File: config.mk
export PLATFORM = sky130hd
export DESIGN_NAME = uart_tx_fsm
export DESIGN_NICKNAME = d
export VERILOG_FILES = /design/src/rtl/uart_tx_fsm.sv
export SDC_FILE = /design/constraint.sdc
export NUM_CORES = 1
export LEC_CHECK = 0
export ABC_AREA = 1
export CORE_MARGIN = 5
export CORE_UTILIZATION = 45
export CTS_CLUSTER_DIAMETER = 100
export CTS_CLUSTER_SIZE = 16
export DETAILED_ROUTE_END_ITERATION = 10
export PLACE_DENSITY = 0.74
export SYNTH_ARGS = -nofsm -noshare
export SYNTH_HDL_FRONTEND = slang
export SYNTH_SLANG_ARGS = --single-unit
File: constraint.sdc
create_clock -name CLK -period 1.5 [get_ports CLK]
set_clock_uncertainty 0.1 [all_clocks]
set_input_delay 0.15 -clock CLK [delete_from_list [all_inputs] [get_ports CLK]]
set_output_delay 0.15 -clock CLK [all_outputs]
set_load 0.1 [all_outputs]
File: src/rtl/uart_tx_fsm.sv
// rtl/uart_tx_fsm.sv - UART transmit frame sequencer driving the TX output mux controls
// One clock equals one bit time; outputs decode only from state, counter and shadow flops.
module uart_tx_fsm #(
   parameter int DATA_WIDTH = 8
) (
   input  logic                  CLK,
   input  logic                  RST,
   input  logic [DATA_WIDTH-1:0] P_DATA,
   input  logic                  Data_Valid,
   input  logic                  PAR_EN,
   input  logic                  PAR_TYP,
   output logic [1:0]            mux_sel,
   output logic                  ser_data,
   output logic                  par_bit,
   output logic                  busy
);

   localparam int CNT_W = (DATA_WIDTH > 1) ? $clog2(DATA_WIDTH) : 1;
   localparam logic [CNT_W-1:0] LAST_BIT = CNT_W'(DATA_WIDTH - 1);

   localparam logic [1:0] SEL_START  = 2'b00;
   localparam logic [1:0] SEL_STOP   = 2'b01;
   localparam logic [1:0] SEL_DATA   = 2'b10;
   localparam logic [1:0] SEL_PARITY = 2'b11;

   typedef enum logic [2:0] {
      IDLE   = 3'd0,
      START  = 3'd1,
      DATA   = 3'd2,
      PARITY = 3'd3,
      STOP   = 3'd4
   } state_t;

   state_t                state;
   state_t                state_next;
   logic [CNT_W-1:0]      bit_cnt;
   logic [DATA_WIDTH-1:0] shadow;
   logic                  par_en_q;
   logic                  par_q;
   logic                  accept;

   // Acceptance is only possible while the line is idle or on the stop bit.
   assign accept = Data_Valid && ((state == IDLE) || (state == STOP));

   always_ff @(posedge CLK or negedge RST) begin
      if (!RST) begin
         state <= IDLE;
      end else begin
         state <= state_next;
      end
   end

   always_ff @(posedge CLK or negedge RST) begin
      if (!RST) begin
         shadow   <= '0;
         par_en_q <= 1'b0;
         par_q    <= 1'b0;
      end else if (accept) begin
         shadow   <= P_DATA;
         par_en_q <= PAR_EN;
         par_q    <= (^P_DATA) ^ PAR_TYP;
      end
   end

   // Counter holds at the last bit on exit rather than wrapping.
   always_ff @(posedge CLK or negedge RST) begin
      if (!RST) begin
         bit_cnt <= '0;
      end else if (state == START) begin
         bit_cnt <= '0;
      end else if ((state == DATA) && (bit_cnt != LAST_BIT)) begin
         bit_cnt <= bit_cnt + 1'b1;
      end
   end

   always_comb begin
      state_next = state;
      case (state)
         IDLE: begin
            if (Data_Valid) state_next = START;
         end
         START: begin
            state_next = DATA;
         end
         DATA: begin
            if (bit_cnt == LAST_BIT) begin
               state_next = par_en_q ? PARITY : STOP;
            end
         end
         PARITY: begin
            state_next = STOP;
         end
         STOP: begin
            state_next = Data_Valid ? START : IDLE;
         end
         default: begin
            state_next = IDLE;
         end
      endcase
   end

   always_comb begin
      mux_sel  = SEL_STOP;
      busy     = 1'b0;
      ser_data = 1'b0;
      case (state)
         IDLE: begin
            mux_sel = SEL_STOP;
         end
         START: begin
            mux_sel = SEL_START;
            busy    = 1'b1;
         end
         DATA: begin
            mux_sel  = SEL_DATA;
            busy     = 1'b1;
            ser_data = shadow[bit_cnt];
         end
         PARITY: begin
            mux_sel = SEL_PARITY;
            busy    = 1'b1;
         end
         STOP: begin
            mux_sel = SEL_STOP;
            busy    = 1'b1;
         end
         default: begin
            mux_sel = SEL_STOP;
         end
      endcase
   end

   assign par_bit = par_q;

endmodule
Word level (Yosys, flattened, before mapping)
Index checks and enable logic that the tools add are counted.
Widths: inputs -> output; s select.
{"block": "word_totals", "rom_bits": 0, "memories": 0, "latch_bits": 0, "reg_bits": 16, "in_bits": 13, "ram_bits": 0}
{"block": "op_classes", "n_div": 0, "n_mul": 0, "shifts": 0, "magnitude_cmp": 1, "addsub": 1, "reduce_logical": 8, "bitwise_logic": 1, "eq_ne": 8, "mux": 12}
{"operator": "$mux 3", "n": 5}
{"operator": "$pmux 3 s5", "n": 1}
{"operator": "$reduce_xor 8->1", "n": 1}
{"operator": "$eq 3x2->1 const B", "n": 2}
{"operator": "$eq 3x3->1 const B", "n": 2}
{"operator": "$pmux 2 s3", "n": 1}
{"operator": "$lt 3x4->1 const B", "n": 1}
{"operator": "$mux 1", "n": 4}
{"operator": "$reduce_or 4->1", "n": 1}
{"operator": "$add 3x1->3 const B", "n": 1}
{"operator": "$bmux 1 s3", "n": 1}
{"operator": "$eq 3x1->1 const B", "n": 1}
{"operator": "$logic_not 3->1", "n": 1}
{"operator": "$ne 3x3->1 const B", "n": 1}
{"operator": "$logic_and 1x1->1", "n": 2}
{"operator": "$ne 2x1->1 const B", "n": 1}
{"operator": "$ne 2x2->1 const B", "n": 1}
{"operator": "$reduce_and 2->1", "n": 1}
{"operator": "$reduce_bool 2->1", "n": 1}
{"operator": "$logic_or 1x1->1", "n": 1}
{"operator": "$xor 1x1->1", "n": 1}

Longest topological paths before layout
{"block": "logic_depth", "depth_word": 4, "mapped_depth": 10, "ltp_nobuf": 10}

Worst setup path before layout
No wires, ideal clock.
{"block": "synth_path", "path_kind": "register -> output", "from": "reg bit_cnt[0]", "to": "out ser_data", "path_slack_ps": -1064, "n_path_buf": 0, "arrival_ps": 2314, "stages_incl_launch_ff": 4, "cell_sequence": "dfrtp_1 inv_1 o21ai_0 a31oi_1"}
{"block": "synth_between", "elab_chain_len": 3}
{"element": "start, declared", "line_no": "36", "source": "logic [CNT_W-1:0] bit_cnt;"}
{"element": "start signal, assigned", "line_no": "72", "source": "bit_cnt <= bit_cnt + 1'b1;"}
{"element": "$bmux 1 s3", "line_no": "117", "source": "ser_data = shadow[bit_cnt];"}
{"element": "$mux 1 (implied by the code)", "line_no": "117"}
{"element": "$mux 1", "line_no": "106", "source": "case (state)"}
{"element": "end, declared", "line_no": "13", "source": "output logic ser_data,"}
Every way passes these cells. The select of a mux whose other input is x is not followed.

Worst setup path in the final report
Same ends and word-level chain as after synthesis.

==> metrics.md <==
| Metric | Value |
|---|---|
| Fin crit period | between 1500 and 2000 ps |
| Die extent in y | roughly 55 um |
| Synthesized area per cell | 7.29 sq um |
| Root Buffer | clkbuf_4 |
| Reg2Reg Launch Point | bit_cnt[0]$_DFFE_PN0P_ |
| Static leakage | 0.684 nW |
| Final setup vio count | 3 |
| Cell variety after synth | 19 |
| Synth Register Bits | 16 |
| Ys Warns | 0 |
| Status | complete, but fails checks |
| Htree depth | 1 |
| Arr. time, crit path | 1480 ps |
| Max-cap violations | 0 |
| Power density over cell area | 2340 mW/mm^2 |
| Input/output buffers | 17 |
| Final hold violations | 0 |
| Initial Utilization | 47.2% |
| Area Overhead vs Synth | 47.0% |
| Met3 Track Usage GR | between 3 and 4% |
| N_diodes | 0 |
| CTS Buf Count | 3 |
| Worst setup margin | -233 ps |
| Part of the Yosys area used for sequential elements | about 43% |
| Slew HR | 81.3% |
| Area of the core | 0.00196 sq mm |
| Initial antenna violation count | 0 |
| GPL Wtd Cong | 0.792 |
| Max Buffers Root-to-Sink | 2 |
| Post-Syn Nets | 142 |
| Worst hold path type | input pin to async pin |
| First-pass GRT wire length | 3.66 mm |
| Drt pass-1 iters | 4 |
| Mapped Area | 926 sq um |
| Reg2reg end | bit_cnt[0]$_DFFE_PN0P_ |
| Via count | 890 |
| Total Routing Usage GR | 14.7% |
| Fin util | a little over two thirds |
| Failing checks | negative setup slack |
| Clk slew on worst S/H paths | 90 ps |
| Crit Path Class | flip-flop to output pin |
| Cell Count, Final, Fillers Out | 185 |
| GRT busiest layer | met2 |
| # fillers | 159 |
| Cells after Synth | ~130 |
| Max-slew violations | 0 |
| Synth top area cells | dfrtp_1 43%, nand2_1 17%, inv_1 7.7%, o21ai_0 6.5%, nor2_1 5.3% |
| Final nets | 175 |
| Number of global-route vias before repair | just under 900 |
| R2r worst-path depth | 6 |
| Placed instance count | 173 |
| DPL Wire Length | 1.59 mm |
| Share of the synthesized area in the top cell type | a little over two fifths |
| Worst-Skew Late Latency | just under 300 ps |
| Grt met2 use | 27.5% |
| Crit path max fanout | 6 |
| Worst slew pin tran | 279 ps |
| Area of the die | 0.00306 sq mm |
| CP endpoint kind | output pin |
| Dominant cell type by area after synthesis | dfrtp_1 |
| Die span in x | 55.4 um |
| Layout cell share with drive strength beyond 1 | between 20% and 30% |
| Met1 usage in global routing | 16.5% |
| Initial drt markers | 22 |
| DR DRC count | 0 |
| Row count | 16 |
| Pin count of the biggest net entering global routing | 18 |
| Fin Setup TNS | -302 ps |
| Final period util | 116% |
| Avg WL per Cell | 11.9 um |
| Kind of start point of the critical path | flip-flop |
| Worst IR drop on VDD | 2350 uV |
| FMAX | 577 MHz |
| Ports | 18 |
| CP required | 1250 ps |
| Routed vias/inst | roughly 4.8 |
| Drt total wl | 2.20 mm |
| CTS Sinks | 16 |
| RSZ-0062 raised after global routing | true |
| FF-to-FF setup slack | 10 ps |
| DRT antenna net count | 0 |
| CTS tree | done |
| Hold Slack | 64.1 ps |
| GRT overflow | 0 |
==> synthesized netlist by cell type <==
| library cell | number |
|---|---|
| dfrtp_1 | 16 |
| xor2_1 | 2 |
| o21ai_0 | 12 |
| ha_1 | 2 |
| o21ai_1 | 1 |
| nand3_1 | 5 |
| inv_2 | 1 |
| or2_4 | 1 |
| nor3_1 | 1 |
| nand2_1 | 43 |
| o21ai_2 | 4 |
| nand2_4 | 1 |
| nor2_2 | 1 |
| a31oi_1 | 2 |
| inv_1 | 19 |
| nor2_1 | 13 |
| nand3_2 | 1 |
| buf_4 | 1 |
| nor2_4 | 1 |
==> worst max-delay path by stage <==
stage,end,cells past startpoint,start
after floorplan,ser_data,5,state[2]$_DFFE_PN0P_
after global placement,ser_data,6,bit_cnt[0]$_DFFE_PN0P_
after detailed placement,ser_data,6,bit_cnt[0]$_DFFE_PN0P_
after CTS,ser_data,7,bit_cnt[0]$_DFFE_PN0P_
after global routing,ser_data,7,bit_cnt[0]$_DFFE_PN0P_
final,ser_data,6,bit_cnt[0]$_DFFE_PN0P_
==> logic make-up after synthesis <==
family,count (synthesis),synth area share (%)
AO/OA/AOI/OAI,19,12.2
XOR/XNOR,2,1.89
AND/OR/NAND/NOR,67,31.1
buffers and inverters,21,8.92
adder cells (fa/ha/maj),2,2.70
flip-flops,16,43.2
==> metal layers <==
metal / part of all wire, % / vias to the layer above
li1: - / 462
met1: 43 / 410
met2: 52 / 12
met3: 3.6 / 6
met4: 1.5 / 0
met5: 0 / -
==> timing repair <==
| item | 4_1_cts | 5_1_grt |
|---|---|---|
| pin swaps | 9 | 7 |
| setup buffers | 6 | 4 |
| hold buffers | 0 | 0 |
| resized for setup | 12 | 6 |
| endpoints found under the setup margin | 3 | 12 |
| hold endpoints to repair | 0 | 0 |
==> where the power goes <==
| group | total (W) | switching (W) | internal (W) | leakage, nW |
|---|---|---|---|---|
| clock | 0.000227 | 0.000134 | 0.0000933 | 0.0138 |
| sequential | 0.000805 | 0.000173 | 0.000632 | 0.199 |
| combinational | 0.00216 | 0.00131 | 0.000848 | 0.471 |
| total | 0.00319 | 0.00162 | 0.00157 | 0.684 |
==> cell type report <==
type | instances | area (sq um) | area share (%)
Multi-Input combinational cell | 90 | 505 | 37.1
Sequential cell | 16 | 403 | 29.6
Timing Repair Buffer | 29 | 322 | 23.6
Inverter | 20 | 75.1 | 5.51
Tap cell | 27 | 33.8 | 2.48
Clock buffer | 3 | 22.5 | 1.65
==> critical path, cell delays in order, from the launching register on <==
cell and delay, ps:
dfrtp_2 450, inv_2 120, o21ai_1 80, nand3_1 100
nand2_2 80, a31oi_4 170, buf_12 190
==> state kept, by name, summed over array words and instances (netlist names) <==
name / cells
par_en_q: 1
bit_cnt: 3
shadow: 8
state: 3
par_bit: 1
==> layout by cell type (no fill, tap or decap), types with 3 or more instances in the layout <==
cell type and instances:
nor2_4 3, inv_2 5, o21ai_2 4, clkdlybuf4s50_1 12, nor2_1 11, buf_12 5
nand3_1 5, o21ai_0 8, dfrtp_1 14, o21ai_1 5, inv_1 15, clkbuf_4 3
buf_4 9, nand2_1 42, buf_6 3
==> per-stage QoR <==
step	area, sq um	total power (W)	setup WS, ps
floorplan	970	0.00208	-234
global placement	1240	0.00263	81.6
detailed placement	1240	0.00269	0.390
CTS	1330	0.00309	-228
global route	1360	0.00339	-302
finish	1360	0.00319	-233
No activity file was read; power rests on OpenSTA's default activity.
==> RTL change 1: new RTL, same settings <==
The parameter `DATA_WIDTH` goes from 8 to 16.
--- a/src/rtl/uart_tx_fsm.sv
+++ b/src/rtl/uart_tx_fsm.sv
@@ -1,7 +1,7 @@
 // rtl/uart_tx_fsm.sv - UART transmit frame sequencer driving the TX output mux controls
 // One clock equals one bit time; outputs decode only from state, counter and shadow flops.
 module uart_tx_fsm #(
-   parameter int DATA_WIDTH = 8
+   parameter int DATA_WIDTH = 16
 ) (
    input  logic                  CLK,
    input  logic                  RST,
Ports: changed (resized P_DATA); port bits go from 18 to 26. The function was not compared with the original's and may differ.
==> RTL change 1 against the original RTL <==
Area after synthesis grew 65%; maximum frequency is 14% lower; cell count rose by 72%; design area is 67% higher; the flow still finishes with violations (setup timing); total power grew 44%; worst setup slack got worse by 0.29 ns; synthesized cell count rose by 65%; sequential share of layout area fell by 1.9 points; core utilization fell by 0.53 points; via count increased by 72%; largest power group unchanged; wire length up 76%; sequential cell count increased by 9; highest routed layer unchanged; global-route usage grew 3.4 points.
==> RTL change 1: results (changes against the original RTL) <==
* Most area-consuming cells after synthesis: dfrtp_1 41%, nand2_1 21%, o21ai_0 4.9%, inv_1 4.7%, nor2_1 3.0%
* Worst Path Arrival at 1.77 ns (+0.29 ns)
* Max reg flops at 16 (+8)
* Pleak at 1.129 nW (+65%)
* GP Congestion at 0.8908 (+13%)
* Placed cell areas at 0.002038 mm2 (+65%)
* Outcome: finished with violations
* DR pass1 iterations at 4 (unchanged)
* Register area share after synthesis at 41.05% (-2.2 points)
* Syn Inst Count at 210 (+65%)
* Largest fanout on the critical path at 8 (+2)
* Main synth FF type: dfrtp_1
* Largest registers: shadow: 16 flops, bit_cnt: 4 flops, state: 3 flops
* TritonCTS Buffers at 3 (unchanged)
* Hold WS at 0.06684 ns (+0.002753 ns)
* Vias in the first global route at 1496 (+72%)
* Unique masters post-synth at 29 (+10)
* # fillers at 277 (+74%)
* VDD IR max at 0.5976 mV (-75%)
* Cell-internal power at 2.389 mW (+52%)
* PwrDens at 2016 mW/mm2 (-14%)
* Mapped Nets at 232 (+63%)
* Placement Setup Slack at -0.1628 ns (-0.1632 ns)
* Failing checks: setup timing
* CP max stage delay at between 0.4 and 0.5 ns
* DP HPWL at 2.700 mm (+70%)
* Async SR Flop Fraction at 100.0% (unchanged)
* Final Worst Setup Slack at -0.5235 ns (-0.2900 ns)
* Routed wire length at 3.878 mm (+76%)
* FF-to-FF path depth at 7 (+1)
* Worst slew pin tran at 0.3748 ns (+0.09601 ns)
* Reg power frac at 27.8% (+2.6 points)
* Via Count at 1535 (+72%)
* First-pass GRT wire length at 6.341 mm (+73%)
* Final setup viols at 9 (+6)
* Commonest cells in the netlist: 87 x nand2_1, 25 x dfrtp_1, 19 x inv_1, 15 x o21ai_0, 12 x nor2_1
* Share of post-route cells with drive strength above 1 at 30.51% (+3.9 points)
* Worst R2R End: bit_cnt[3]
* WL per Instance at 12.19 um (+2.4%)
* Post-route design area at 0.002280 mm2 (+67%)
* Gr usage total at 18.13% (+3.4 points)
* Largest net degree at the start of global routing at 26 (+8)
* Yosys warning count at 0 (unchanged)
* Dpl cells at 299 (+73%)
* Worst-path clk slew at 0.14 ns (+0.05 ns)
* Clock Latency Late Sink at 0.32 ns (+0.03 ns)
* Iter 0 DRT Violations at 63 (+190%)
* IO Port Bufs at 25 (+8)
* Worst R2R Setup Slack at -0.11 ns (-0.12 ns)
* Clock group share of total power at 6.7% (-0.4 points)
* Post-route setup TNS at -1.211 ns (-0.9087 ns)
* Root buffer cell: clkbuf_4
-- RTL change 1: cell type report --
class	instances	share of cell area, %
multi-input combinational	161	39.13
clock buffer	4	1.153
inverter	21	3.897
timing repair buffer	61	25.58
tap	46	2.525
sequential	25	27.72
-- RTL change 1: worst max-delay path, delay by kind of cell (launching register included) --
family | cells | cell delay, ns
and+or+nand+nor | 5 | 0.43
AOI/OAI and AO/OA | 1 | 0.18
buffers and inverters | 3 | 0.39
DFF | 1 | 0.44
-- RTL change 1: logic make-up (layout without fill, tap and decap cells) --
group           Yosys count  after routing  share of synthesized area, %
compound gates           30             31                         12.07
xor+xnor                 10             10                         5.747
fa+ha+maj                 1              1                        0.8209
buf+inv                  25             86                         7.061
flops                    25             25                         41.05
simple gates            119            119                         33.25
-- RTL change 1: metal layers --
metal / routed length, um / track usage, % / share of wire (%)
met2: 2021 / 33.94 / 52
met4: 64 / 6.948 / 1.7
met5: 0 / 0 / 0
met3: 112 / 2.299 / 2.9
met1: 1680 / 20.68 / 43
-- RTL change 1: how the worst max path moves through the flow --
stage / start / endpoint / slack (ns) / cells after the start
global placement: bit_cnt[0] / ser_data / -0.14 / 7
CTS: bit_cnt[0] / ser_data / -0.43 / 9
finish: bit_cnt[0] / ser_data / -0.52 / 9
detailed placement: bit_cnt[0] / ser_data / -0.16 / 7
global route: bit_cnt[0] / ser_data / -0.62 / 9
floorplan: bit_cnt[0] / ser_data / -0.19 / 8
-- RTL change 1: what timing repair did --
action	CTS	global route
endpoints found under the setup margin	10	11
gates cloned	1	0
pin swaps	5	8
resized for setup	30	9
buffers inserted	9	5
==> RTL change 2: new RTL, config.mk and constraints unchanged <==
Without the edit above. Reset style: synchronous (`RST`), changed in 3 clocked blocks.
--- a/src/rtl/uart_tx_fsm.sv
+++ b/src/rtl/uart_tx_fsm.sv
@@ -42,7 +42,7 @@
    // Acceptance is only possible while the line is idle or on the stop bit.
    assign accept = Data_Valid && ((state == IDLE) || (state == STOP));
 
-   always_ff @(posedge CLK or negedge RST) begin
+   always_ff @(posedge CLK) begin
       if (!RST) begin
          state <= IDLE;
       end else begin
@@ -50,7 +50,7 @@
       end
    end
 
-   always_ff @(posedge CLK or negedge RST) begin
+   always_ff @(posedge CLK) begin
       if (!RST) begin
          shadow   <= '0;
          par_en_q <= 1'b0;
@@ -63,7 +63,7 @@
    end
 
    // Counter holds at the last bit on exit rather than wrapping.
-   always_ff @(posedge CLK or negedge RST) begin
+   always_ff @(posedge CLK) begin
       if (!RST) begin
          bit_cnt <= '0;
       end else if (state == START) begin
Behaviour: differs if RST is asserted again (counterexample within 4 cycles, from zero or initial values and one cycle with RST low); with RST held inactive, the same outputs for 10 cycles.
==> RTL change 2 against the original RTL <==
The run still ends with setup timing left; wire length shrank 8.1%; area after synthesis shrank 1.4%; global-route usage up 2.0 points; non-clock buffer count shrank 5; sequential cell count unchanged; synthesized cell count rose by 8.7%; total power fell by 18%; worst setup slack improved by 0.066 ns; design area fell by 5.8%; largest cell class unchanged.
==> RTL change 2: results (changes against the original RTL) <==
* Post-route setup TNS at -0.3459 ns (-0.04410 ns)
* Relative slew slack at 77.81% (-3.5 points)
* Vias in the first global route at 891 (+2.5%)
* Top Family by Delay on Critical Path: compound AO/OA/AOI/OAI gates
* DP HPWL at 1.664 mm (+4.9%)
* Async SR Flop Fraction at 0% (-100 points)
* Final setup viols at 4 (+1)
* Outcome: finished with violations
* Commonest cells in the netlist: 28 x nand2_1, 22 x nor2_1, 21 x inv_1, 17 x o21ai_0, 16 x dfxtp_1
* Final Worst Setup Slack at -0.1670 ns (+0.06646 ns)
* GP Congestion at 0.8356 (+5.5%)
* Pleak at 0.5923 nW (-13%)
* Critical path startpoint: bit_cnt[0]
* Share of post-route cells with drive strength above 1 at 24.54% (-2.0 points)
* Slowest cell on crit path: dfxtp_4
* Gr usage total at 16.71% (+2.0 points)
* Iter 0 DRT Violations at 13 (-41%)
* FF-to-FF path depth at 9 (+3)
* Register area share after synthesis at 35.07% (-8.2 points)
* Most area-consuming cells after synthesis: dfxtp_1 35%, nand2_1 12%, o21ai_0 9.3%, nor2_1 9.0%, inv_1 8.6%
* Fin nets at 180 (+2.9%)
* Failing checks: setup timing
* First-pass GRT wire length at 3.629 mm (-0.77%)
* Worst R2R End: state[1]
* VDD IR max at 1.405 mV (-40%)
[RTL change 2: cell count changes after synthesis, moves of 4 or more]
cell     before  now
a21oi_1       0    8
dfxtp_1       0   16
nand2_1      43   28
dfrtp_1      16    0
o21ai_2       4    0
o21ai_0      12   17
nor2_1       13   22
[RTL change 2: stage by stage]
stage                     hold slack (ns)  worst slack (ns)  power, mW
after floorplan                    0.1777           -0.1845      1.825
after global placement             0.3727           0.01948      2.302
after detailed placement           0.3941          -0.02925      2.345
after CTS                          0.3416           -0.1680      2.603
after global routing               0.3691           -0.2549      2.800
final                              0.3389           -0.1670      2.621
[RTL change 2: cell families after synthesis]
kind of cell    Yosys count  share of synthesized area [%]
fa+ha+maj                 2                          2.739
flops                    16                          35.07
compound gates           29                          18.08
xor+xnor                  2                          1.918
simple gates             63                          30.69
buf+inv                  26                          11.51
[RTL change 2: metal layers]
metal  track usage (%)  vias to the layer above  routed length (um)
li1                  -                      488                   -
met1             18.11                      409                 822
met2             30.71                       33                1030
met3             1.877                        4                 113
met4             10.12                        0                  58
met5                 0                        -                   0
[RTL change 2: worst max path at each step]
stage | slack (ns) | to
2_1_floorplan | -0.18 | ser_data
3_3_place_gp | 0.02 | par_bit
3_5_place_dp | -0.03 | par_bit
4_1_cts | -0.17 | ser_data
5_1_grt | -0.25 | ser_data
6_report | -0.17 | ser_data
[RTL change 2: tightest hold or removal path, delay by kind of cell]
family	cells	cell delay, ns
buffers and inverters	2	0.49
AO/OA/AOI/OAI	1	0.05
[RTL change 2: layout make-up]
class,instances,share of cell area [%]
timing repair buffer,24,21.27
multi-input combinational,96,41.66
sequential,16,25.66
tap,27,2.634
clock buffer,3,1.756
inverter,24,7.024
[RTL change 2: what timing repair did]
item                       CTS  global route
hold buffers                 0             0
resized for setup            8             2
setup endpoints to repair    4             6
buffers inserted             2             1
pin swaps                    2             2
gates cloned                 0             0
[RTL change 2: power groups by stage]
stage / Clock [mW] / Combinational (mW) / Sequential [mW]
final: 0.226 / 1.72 / 0.679
after CTS: 0.229 / 1.70 / 0.677
after global routing: 0.248 / 1.85 / 0.697
after detailed placement: 0 / 1.67 / 0.680
after global placement: 0 / 1.63 / 0.673
after floorplan: 0 / 1.12 / 0.704
